--- src/rtl/serial_parallel_rx.sv ---
// Serial-lane byte receiver: hunts for the COM character at any bit offset, locks after
// LOCK_COUNT consecutive aligned COMs, then presents each received byte with a one-clk tick.
module serial_parallel_rx #(
    parameter logic [7:0]  COM        = 8'hBC,
    parameter int unsigned LOCK_COUNT = 4
) (
    input  logic       clk,
    input  logic       reset,
    input  logic       serial_in,
    output logic [7:0] data_out,
    output logic       valid_out,
    output logic       byte_tick,
    output logic       active
);

    typedef enum logic [1:0] {
        SEARCH,
        COUNT,
        LOCKED
    } state_t;

    localparam logic [3:0] LOCK_CNT = 4'(LOCK_COUNT);

    state_t     state, state_d;
    // Only the seven most recent bits are kept; the eighth is serial_in itself.
    logic [6:0] sr;
    logic [7:0] w;
    logic [2:0] bit_cnt, bit_cnt_d;
    logic [3:0] com_cnt, com_cnt_d;
    logic [7:0] data_d;
    logic       valid_d;
    logic       tick_d;
    logic       boundary;
    logic       is_com;

    assign w        = {sr, serial_in};
    assign boundary = (bit_cnt == 3'd7);
    assign is_com   = (w == COM);

    always_comb begin
        state_d   = state;
        bit_cnt_d = bit_cnt + 3'd1;
        com_cnt_d = com_cnt;
        data_d    = data_out;
        valid_d   = valid_out;
        tick_d    = 1'b0;
        case (state)
            SEARCH: begin
                bit_cnt_d = bit_cnt;
                if (is_com) begin
                    bit_cnt_d = '0;
                    com_cnt_d = 4'd1;
                    state_d   = (LOCK_CNT == 4'd1) ? LOCKED : COUNT;
                end
            end
            COUNT: begin
                if (boundary) begin
                    if (is_com) begin
                        if (com_cnt < LOCK_CNT)
                            com_cnt_d = com_cnt + 4'd1;
                        if (com_cnt + 4'd1 == LOCK_CNT)
                            state_d = LOCKED;
                    end else begin
                        com_cnt_d = '0;
                        state_d   = SEARCH;
                    end
                end
            end
            LOCKED: begin
                if (boundary) begin
                    data_d  = w;
                    valid_d = !is_com;
                    tick_d  = 1'b1;
                end
            end
            default: state_d = SEARCH;
        endcase
    end

    always_ff @(posedge clk or negedge reset) begin
        if (!reset) begin
            state     <= SEARCH;
            sr        <= '0;
            bit_cnt   <= '0;
            com_cnt   <= '0;
            data_out  <= '0;
            valid_out <= 1'b0;
            byte_tick <= 1'b0;
            active    <= 1'b0;
        end else begin
            state     <= state_d;
            sr        <= w[6:0];
            bit_cnt   <= bit_cnt_d;
            com_cnt   <= com_cnt_d;
            data_out  <= data_d;
            valid_out <= valid_d;
            byte_tick <= tick_d;
            active    <= (state_d == LOCKED);
        end
    end

endmodule

--- config.mk ---
export PLATFORM = sky130hd
export DESIGN_NAME = serial_parallel_rx
export DESIGN_NICKNAME = d
export VERILOG_FILES = /design/src/rtl/serial_parallel_rx.sv
export SDC_FILE = /design/constraint.sdc
export NUM_CORES = 1
export LEC_CHECK = 0
export CAP_MARGIN = 20
export CORE_UTILIZATION = 53
export DETAILED_ROUTE_END_ITERATION = 12
export PLACE_DENSITY = 0.77
export SETUP_SLACK_MARGIN = 0.15
export SKIP_CTS_REPAIR_TIMING = 1
export SLEW_MARGIN = 20
export SYNTH_ARGS = -nofsm -noshare
export SYNTH_HDL_FRONTEND = slang
export SYNTH_SLANG_ARGS = --single-unit
--- constraint.sdc ---
create_clock -name clk -period 1.65 [get_ports clk]
set_input_delay 0.33 -clock clk [delete_from_list [all_inputs] [get_ports clk]]
set_output_delay 0.33 -clock clk [all_outputs]
set_load 0.03 [all_outputs]
# After elaboration in Yosys (flattened, before gate mapping)
# Cells that the tools add are included.
op_classes:
  add_sub_neg: 2
  n_eq_ne: 9
  magnitude_cmp: 1
  n_mux: 14
  reduce_logical: 5
op_table:
  columns: ["cell", "count"]
  rows:
  - ["2-to-1 mux 4 bit", 4]
  - ["equality test 8 bit, second input constant", 1]
  - ["2-to-1 mux 2 bit", 4]
  - ["one-hot mux 4 bit (2 select lines)", 1]
  - ["2-to-1 mux 3 bit", 2]
  - ["one-hot mux 2 bit (3 select lines)", 1]
  - ["adder 4 x 1 -> 4 bit, second input constant", 1]
  - ["equality test 2 bit, second input constant", 2]
  - ["equality test 4 x 3 -> 1 bit, second input constant", 1]
  - ["< comparator 4 x 3 -> 1 bit, second input constant", 1]
  - ["!= test 2 bit, second input constant", 2]
  - ["AND reduction 4 bit", 1]
  - ["adder 3 x 1 -> 3 bit, second input constant", 1]
  - ["equality test 3 bit, second input constant", 1]
  - ["!= test 3 bit, second input constant", 1]
  - ["equality test 2 x 1 -> 1 bit, second input constant", 1]
  - ["logical NOT 2 bit", 1]
  - ["2-to-1 mux 1 bit", 2]
  - ["AND reduction 2 bit", 1]
  - ["nonzero test 2 bit", 1]
  - ["logical NOT 1 bit", 1]
word_totals:
  input_bits: 3
  word_cells: 39
  register_bits: 27

# Logic depth before layout (Yosys ltp)
depth:
  depth_word: 7
  mapped_depth: 6
  mapped_depth_nobuf: 6

# Worst setup path before layout
# No wires, ideal clock.
synth_path:
  kind: "register to register"
  startpoint: "register bit_cnt[0]"
  endpoint: "register data_out[0]"
  required_time_ns: 1.525
  arrival_ns: 1.397
  path_slack_ns: 0.128
  stages_incl_launch_ff: 6
  cell_sequence: "dfrtp_1 -> ha_1 -> ha_1 -> nand3_1 -> buf_2 -> mux2_2"
synth_via:
  elab_chain_len: 2
synth_rtl:
  columns: ["item", "line", "text"]
  rows:
  - ["start: declaration", "28", "logic [2:0] bit_cnt, bit_cnt_d;"]
  - ["start signal: assignment", "93", "bit_cnt <= bit_cnt_d;"]
  - ["equality test 3 bit", "37", "assign boundary = (bit_cnt == 3'd7);"]
  - ["AND reduction 2 bit (no source line)", null, null]
  - ["end signal: assignment", "95", "data_out <= data_d;"]
  - ["end: declaration", "10", "output logic [7:0] data_out,"]
# Every way passes these cells.
# A chain may end at the register's enable or synchronous reset.

# Worst setup path after layout
layout_path:
  startpoint: "register sr[1]"
  endpoint: "register com_cnt[2]"
layout_via:
  elab_chain_len: 4
  elab_cells_between_ends: 7
  cone_classes: "eq/ne: 3; mux: 3; reduce/logical: 1"
layout_rtl:
  columns: ["item", "line", "text"]
  rows:
  - ["start: declaration", "26", "logic [6:0] sr;"]
  - ["start signal: assignment", "92", "sr <= w[6:0];"]
  - ["equality test 8 bit (*)", "38", "assign is_com = (w == COM);"]
  - ["2-to-1 mux 4 bit", "58", "if (is_com) begin"]
  - ["2-to-1 mux 4 bit", "57", "if (boundary) begin"]
  - ["one-hot mux 4 bit (2 select lines)", "47", "case (state)"]
  - ["end signal: assignment", "94", "com_cnt <= com_cnt_d;"]
  - ["end: declaration", "29", "logic [3:0] com_cnt, com_cnt_d;"]
# Every way passes the cells marked *; elsewhere a longest branch is shown, timed or not. The select of a mux whose other input is x is not followed.

==> metrics.cfg <==
[job]
cap_violations=0

[layout]
layout.cells.non_filler=148
layout.cells.most_common=dfrtp_1
syn_to_final_growth_pct=39.4
mostFrequentLayoutCells=dfrtp_1, buf_4, dlymetal6s2s_1
antenna_cells=0
drive_gt1_share_pct=39.7
nets=129
fin_util_pct=80.0

[setup_path]
cp_max_fo=5
ff2ff_path_depth=4
required_ps=1940
critical_path_class=flop to flop
start_kind=flop
cp.arrival_ps=1840
reg2reg_slack_ps=100
crit_path_end_kind=flop

[routing]
routed.top_layer=met4
avgViaCountPerCell=5.84
met3WireLength_um=83
wire_per_inst_um=17.1
routed_wl_um=2530
vias=864
ant_nets=0
drcViolationCount=0
drt-met1-wl_um=1140
drt_iter0_markers=15
drtPass1Iterations=4
dr_wl_met2_um=1280

[yosys]
synthesis.instances=90
yosysWarnings=0
ys_seq_area_share_pct=58.8
yosys_register_bits=27
yosys.area.top_type_share_pct=58.8
syn_area_um2=1150
avgSynthCellArea_um2=12.8
yosys-top-cells-area=dfrtp_1, mux2_2, ha_1, o21ai_0, nand2_1
yosys.cell_types.count=31
synth_nets=97
synth.largest_area_cell=dfrtp_1

[clock_network]
worstSkewPairLatency_ps=340
clkSinkCount=27
path_clk_slew_ps=160
cts_tree=done
cts_root_buf=clkbuf_4
htree_levels=1
clock_path_buffers=2
numCtsBuffers=3

[placed_design]
dp.cells=136
place_congestion=0.876
port_buffers=13
dp_hpwl_um=1490

[timing]
rsz0062_at_grt=yes
fin_skew_ps=9.81
fin_crit_ps=1550
worst_pin_slew_ps=418
layout_worst_path_cycle_share_pct=94.0
fmax_ghz=0.645
maxSlewViolCount=0
setup_viol=0
finalHoldViolCount=0
slew-limit-headroom_pct=72.2
setup-tns-final_ps=0

[floorplan]
core_area_um2=2000
die_w_um=48.6
num_rows=16
die_area_um2=2360
start_util_pct=57.4
io_pins=14
die_h_um=48.6

[power]
power_uw=1300
ir_drop_mv=0.747
p_per_area_nw_per_um2=810
leakagePower_uw=0.000877

[grt]
grt_pass1_wl_um=3650
first_global_vias=802
grt_use_total_pct=20.8
grt_max_degree=28
antenna_found_initial=0
grt_overflow_total=0

[min_path]
hp-class=input pin to asynchronous set/reset pin

[outcome]
status=finished, final reports clean

-- cell type report --
type                    instances  area (µm²)
clock buffers                   3        22.5
repair buffers                 30         315
multi-input cells              55         524
well taps                      27        33.8
clock inverters                 1        8.76
flip-flops and latches         27         678
inverters                       5        18.8
fillers                       115         400
-- Yosys cell counts --
cell       instances
clkbuf_1           2
o22ai_1            1
a22o_1             1
o41ai_1            1
inv_1              5
xnor2_1            1
nand2_1            7
nand2b_4           1
nand4_2            1
a31oi_1            1
ha_1               4
buf_2              1
a221o_1            1
nor2_1             2
or4_4              1
o32ai_1            1
o2111a_1           1
nand2b_1           2
mux2_2             8
a32o_1             2
and3_1             1
or3_1              1
nor4_4             1
o2bb2ai_1          1
nand3_1            3
o31ai_2            1
o21ai_0            8
o21a_1             1
nor2b_1            1
a21oi_1            1
dfrtp_1           27
-- sequential cells by signal (all words and copies together), names as in the netlist --
signal,flops
state,2
valid_out,1
active,1
sr,7
byte_tick,1
com_cnt,4
data_out,8
bit_cnt,3
-- per-stage QoR --
stage,worst slack (ps),area (µm²),hold slack [ps]
after floorplan,163,1150,34.4
after global placement,-137,1380,388
after detailed placement,-193,1380,397
after CTS,-80.5,1410,351
after global routing,20.0,1600,367
final,99.5,1600,336
-- logic make-up (layout without fill, tap and decap cells) --
| family | after synthesis | count (layout) | synth area share, % |
|---|---|---|---|
| simple gates | 21 | 21 | 12.1 |
| compound gates | 21 | 21 | 13.4 |
| flops | 27 | 27 | 58.8 |
| mux | 8 | 8 | 7.84 |
| fa+ha+maj | 4 | 4 | 4.36 |
| xor+xnor | 1 | 1 | 0.763 |
| buf+inv | 8 | 39 | 2.72 |
-- routing by layer --
layer	track usage (%)	up-vias
met2	35.7	27
li1	-	393
met3	2.83	5
met1	26.5	439
met5	0	-
met4	8.82	0
-- path summary, 6_finish.rpt --
kind                                      start                      end
worst max-delay path            sr[1]$_DFF_PN0_   com_cnt[2]$_DFFE_PN0P_
worst min-delay path                      reset  data_out[5]$_DFFE_PN0P_
worst max register to register  sr[1]$_DFF_PN0_   com_cnt[2]$_DFFE_PN0P_
worst min register to register  sr[2]$_DFF_PN0_          sr[3]$_DFF_PN0_
max in group asynchronous                 reset   com_cnt[1]$_DFFE_PN0P_
min in group clk                sr[2]$_DFF_PN0_          sr[3]$_DFF_PN0_
-- report_power, final --
part	internal [µW]	switching (µW)	leakage (µW)	total, µW
sequential	707	38.5	0.000342	746
clock	99.3	215	0.0000183	315
combinational	118	118	0.000517	236
-- critical path, stage by stage, from the launching register on --
cell and delay [ps]:
dfrtp_1 420, nand4_2 150, or4_4 550, o31ai_4 190, o2111a_1 190
Note: power is estimated with default switching activity, not from simulation.
==> RTL change 1, RTL diff (same settings) <==
Encoding of `state_t`: now one-hot (3 bits for 3 states).
--- a/src/rtl/serial_parallel_rx.sv
+++ b/src/rtl/serial_parallel_rx.sv
@@ -13,10 +13,10 @@
     output logic       active
 );
 
-    typedef enum logic [1:0] {
-        SEARCH,
-        COUNT,
-        LOCKED
+    typedef enum logic [2:0] {
+        SEARCH = 3'b001,
+        COUNT  = 3'b010,
+        LOCKED = 3'b100
     } state_t;
 
     localparam logic [3:0] LOCK_CNT = 4'(LOCK_COUNT);
Function: no difference found for any inputs over 10 cycles, from zero or initial values and one cycle with reset low; not proved beyond that.
==> RTL change 1 against the original RTL <==
Wire length rose by 6.4%; fmax rose by 0.86%; worst setup slack improved by 13 ps; non-clock buffer count fell by 1; global-route usage rose by 0.39 points; worst hold slack improved by 22 ps; clock skew fell by 1.4 ps; synthesized area rose by 5.6%; die area rose by 5.3%; final area rose by 4.5%; sequential cell count rose by 1; critical endpoint is now com_cnt[1]; highest routed layer unchanged.
Power is not compared: it rests on default switching activity, and its combinational part moved more than twofold at a synthesized area within 25%.
==> RTL change 1: results (changes against the original RTL) <==
stage	metric	value	unit	change
placed_design	gp_congestion	0.8581		-2.1%
logic_synthesis	muxShareOfSynthArea	7.430	%	-0.41 points
logic_synthesis	ys_types	29		-6.5%
worst_setup_path	r2r_cells	6		+2
placed_design	pre_cts_slack	-119.2	ps	+73.55 ps
timing	hold-worst-slack	357.9	ps	+21.61 ps
placed_design	place_area	1438	um^2	+4.0%
timing	skew	8.424	ps	-1.389 ps
status	status	finished, final reports clean		
logic_synthesis	synth_compound_area_share	11.56	%	-1.8 points
global_route	grt.total_usage	21.18	%	+0.39 points
worst_setup_path	critPathMaxStageDelay	430	ps	-120 ps
logic_synthesis	yosys-top-cells-count	dfrtp_1, nand2_1, mux2_2		
logic_synthesis	synthXorXnorAreaFrac	0.7224	%	-0.040 points
logic_synthesis	seq_area_frac_synth	57.89	%	-0.93 points
worst_hold_path	hold_class	in -> async		
worst_setup_path	cp-endpoint	com_cnt[1]		
cells_and_area	layout-drive-gt1-share	36.00	%	-3.7 points
route	vias_per_cell	5.770		-1.2%
worst_setup_path	arrival	1770	ps	-70 ps
logic_synthesis	synthAdderAreaFrac	4.128	%	-0.23 points
logic_synthesis	ys_top_cells_by_area	dfrtp_1, mux2_2, ha_1		
route	dr.pass1.iters	4		unchanged
cells_and_area	final_cells	152		+2.7%
placed_design	placed_cells	140		+2.9%
cells_and_area	n_antenna_cell	0		unchanged
worst_setup_path	critPathLaunch	bit_cnt[1]		
global_route	first_global_vias	840		+4.7%
cells_and_area	fin_nets	133		+3.1%
logic_synthesis	synth_cells	94		+4.4%
timing	fmax	0.6505	GHz	+0.86%
route	wl_per_cell	17.74	um	+3.6%
worst_setup_path	critPathMaxFanout	5		unchanged
power_and_ir_drop	irDropWorstVdd	722.6	uV	
clock_network	cts.reportedPaths.clkPinSlew	150	ps	
worst_setup_path	slowest_stage	dfrtp_1		
global_route	grt_max_degree	29		+3.6%
logic_synthesis	syn-num-nets	101		+4.1%
timing	worst_slew_pin_slew	347.6	ps	-70.08 ps
placed_design	place_hpwl	1580	um	+5.9%
route	drtIter0Drc	12		-3
-- RTL change 1: changes by cell type after synthesis, sizes merged, moves of 3 or more --
cell and change:
inv -5, nor2 +4, o21ai -3, a21oi +3
-- RTL change 1: power by group --
group / internal [mW] / total [mW] / leakage, nW / switching (mW)
Sequential: 0.709 / 0.733 / 0.359 / 0.0239
Clock: 0.246 / 0.445 / 0.0279 / 0.199
Combinational: 0.0442 / 0.0904 / 0.533 / 0.0461
Total: 0.999 / 1.27 / 0.920 / 0.269
-- RTL change 1: layout make-up --
cell class / count / area [um^2]
sequential: 28 / 701.9
multi-input combinational: 64 / 576.8
fill: 108 / 389.1
timing repair buffer: 29 / 307.8
tap: 27 / 33.78
clock inverter: 1 / 30.03
clock buffer: 3 / 22.52
-- RTL change 1: metal layers --
layer  vias to the layer above  track usage (%)  share of wire (%)
li1                        416                -                  -
met1                       433            25.51                 45
met4                         0            10.00                1.1
met2                        24            36.94                 50
met5                         -                0                  0
met3                         4            3.086                3.1
==> RTL change 2, RTL diff (same flow settings) <==
Without the edit above. Set the parameter `COM` to 8'h8D (it was 8'hBC).
--- a/src/rtl/serial_parallel_rx.sv
+++ b/src/rtl/serial_parallel_rx.sv
@@ -1,7 +1,7 @@
 // Serial-lane byte receiver: hunts for the COM character at any bit offset, locks after
 // LOCK_COUNT consecutive aligned COMs, then presents each received byte with a one-clk tick.
 module serial_parallel_rx #(
-    parameter logic [7:0]  COM        = 8'hBC,
+    parameter logic [7:0]  COM        = 8'h8D,
     parameter int unsigned LOCK_COUNT = 4
 ) (
     input  logic       clk,
Formal check against the unedited RTL: no difference found for any inputs over 10 cycles, from zero or initial values and one cycle with reset low; that may be too few to reach the edited logic, so the function may still have changed.
==> RTL change 2 against the original RTL <==
Sequential cell count unchanged; count of clock-buffer cells in the layout up 1; synthesized area up 0.65%; worst setup slack better by 30 ps; wire length down 21%; power down 5.4%; synthesized cell count up 3.3%; worst hold slack better by 31 ps; sequential power about the same; final area down 6.0%.
==> RTL change 2: results (changes against the original RTL) <==
stage	metric	value	unit	change
status	status	finished, final reports clean		
cells_and_area	n_fill_cell	120		+4.3%
global_route	grtUsageMet1	23.67	%	-2.8 points
cells_and_area	clock_buffer_count	4		+1
logic_synthesis	seq_area_frac_synth	58.44	%	-0.38 points
global_route	grtUsageMet3	2.516	%	-0.31 points
worst_setup_path	critPathLaunch	bit_cnt[0]		
worst_setup_path	critPathMaxFanout	6		+1
cells_and_area	areaGrowthSynthToFinish	30.19	%	
cells_and_area	layout-drive-gt1-share	24.79	%	-15 points
logic_synthesis	synthAdderAreaFrac	4.329	%	-0.028 points
floorplan	fp.dieW	48.71	um	+0.32%
route	drtIter0Drc	8		-7
cells_and_area	area_share_nonclk_buffers	17.54	%	-2.1 points
route	vias_per_cell	5.514		-5.5%
route	routed-wl-met2	966	um	-24%
timing	skew	1.849	ps	-7.963 ps
cells_and_area	fin_nets	125		-3.1%
clock_network	cts.reportedPaths.clkPinSlew	130	ps	-30 ps
route	wl_met3	54	um	-35%
logic_synthesis	synth_cells	93		+3.3%
cells_and_area	register_area	675.6	um^2	-0.37%
cells_and_area	signal_buffers	25		-17%
global_route	met2_usage	31.25	%	-4.4 points
cells_and_area	multi_input_area	486.7	um^2	-7.2%
power_and_ir_drop	leakagePower	0.8394	nW	-4.3%
placed_design	pre_cts_slack	-108.1	ps	+84.64 ps
worst_setup_path	slowest_stage	dfrtp_1		
logic_synthesis	synthXorXnorAreaFrac	0.7576	%	-0.0050 points
global_route	first_global_vias	773		-3.6%
logic_synthesis	muxShareOfSynthArea	8.658	%	+0.81 points
logic_synthesis	ys_top_cells_by_area	dfrtp_1, mux2_1, ha_1		
cells_and_area	multi_input_gates	56		+1.8%
worst_setup_path	critPathMaxStageDelay	410	ps	-140 ps
global_route	grt.total_usage	18.02	%	-2.8 points
route	wl_per_cell	13.94	um	-19%
## RTL change 2: cell types whose count changed after synthesis, sizes merged, moves of 2 or more
cell	unedited run	this run
o21ai	8	5
nand2b	3	1
buf	1	5
o22ai	1	3
clkbuf	2	0
nor2	2	6
## RTL change 2: how the worst min path moves through the flow
stage / slack, ps / depth (start not counted) / endpoint / startpoint
2_1_floorplan: 30 / 0 / active / reset
3_3_place_gp: 380 / 0 / sr[1] / sr[0]
3_5_place_dp: 380 / 0 / sr[6] / sr[5]
4_1_cts: 370 / 2 / bit_cnt[0] / reset
5_1_grt: 380 / 2 / com_cnt[3] / reset
6_report: 370 / 2 / active / reset
## RTL change 2: power by group
part           internal, mW  total [mW]  leakage (nW)  switching [mW]
clock                0.0945       0.269        0.0150           0.175
sequential            0.707       0.748         0.344          0.0411
combinational         0.109       0.210         0.480           0.101
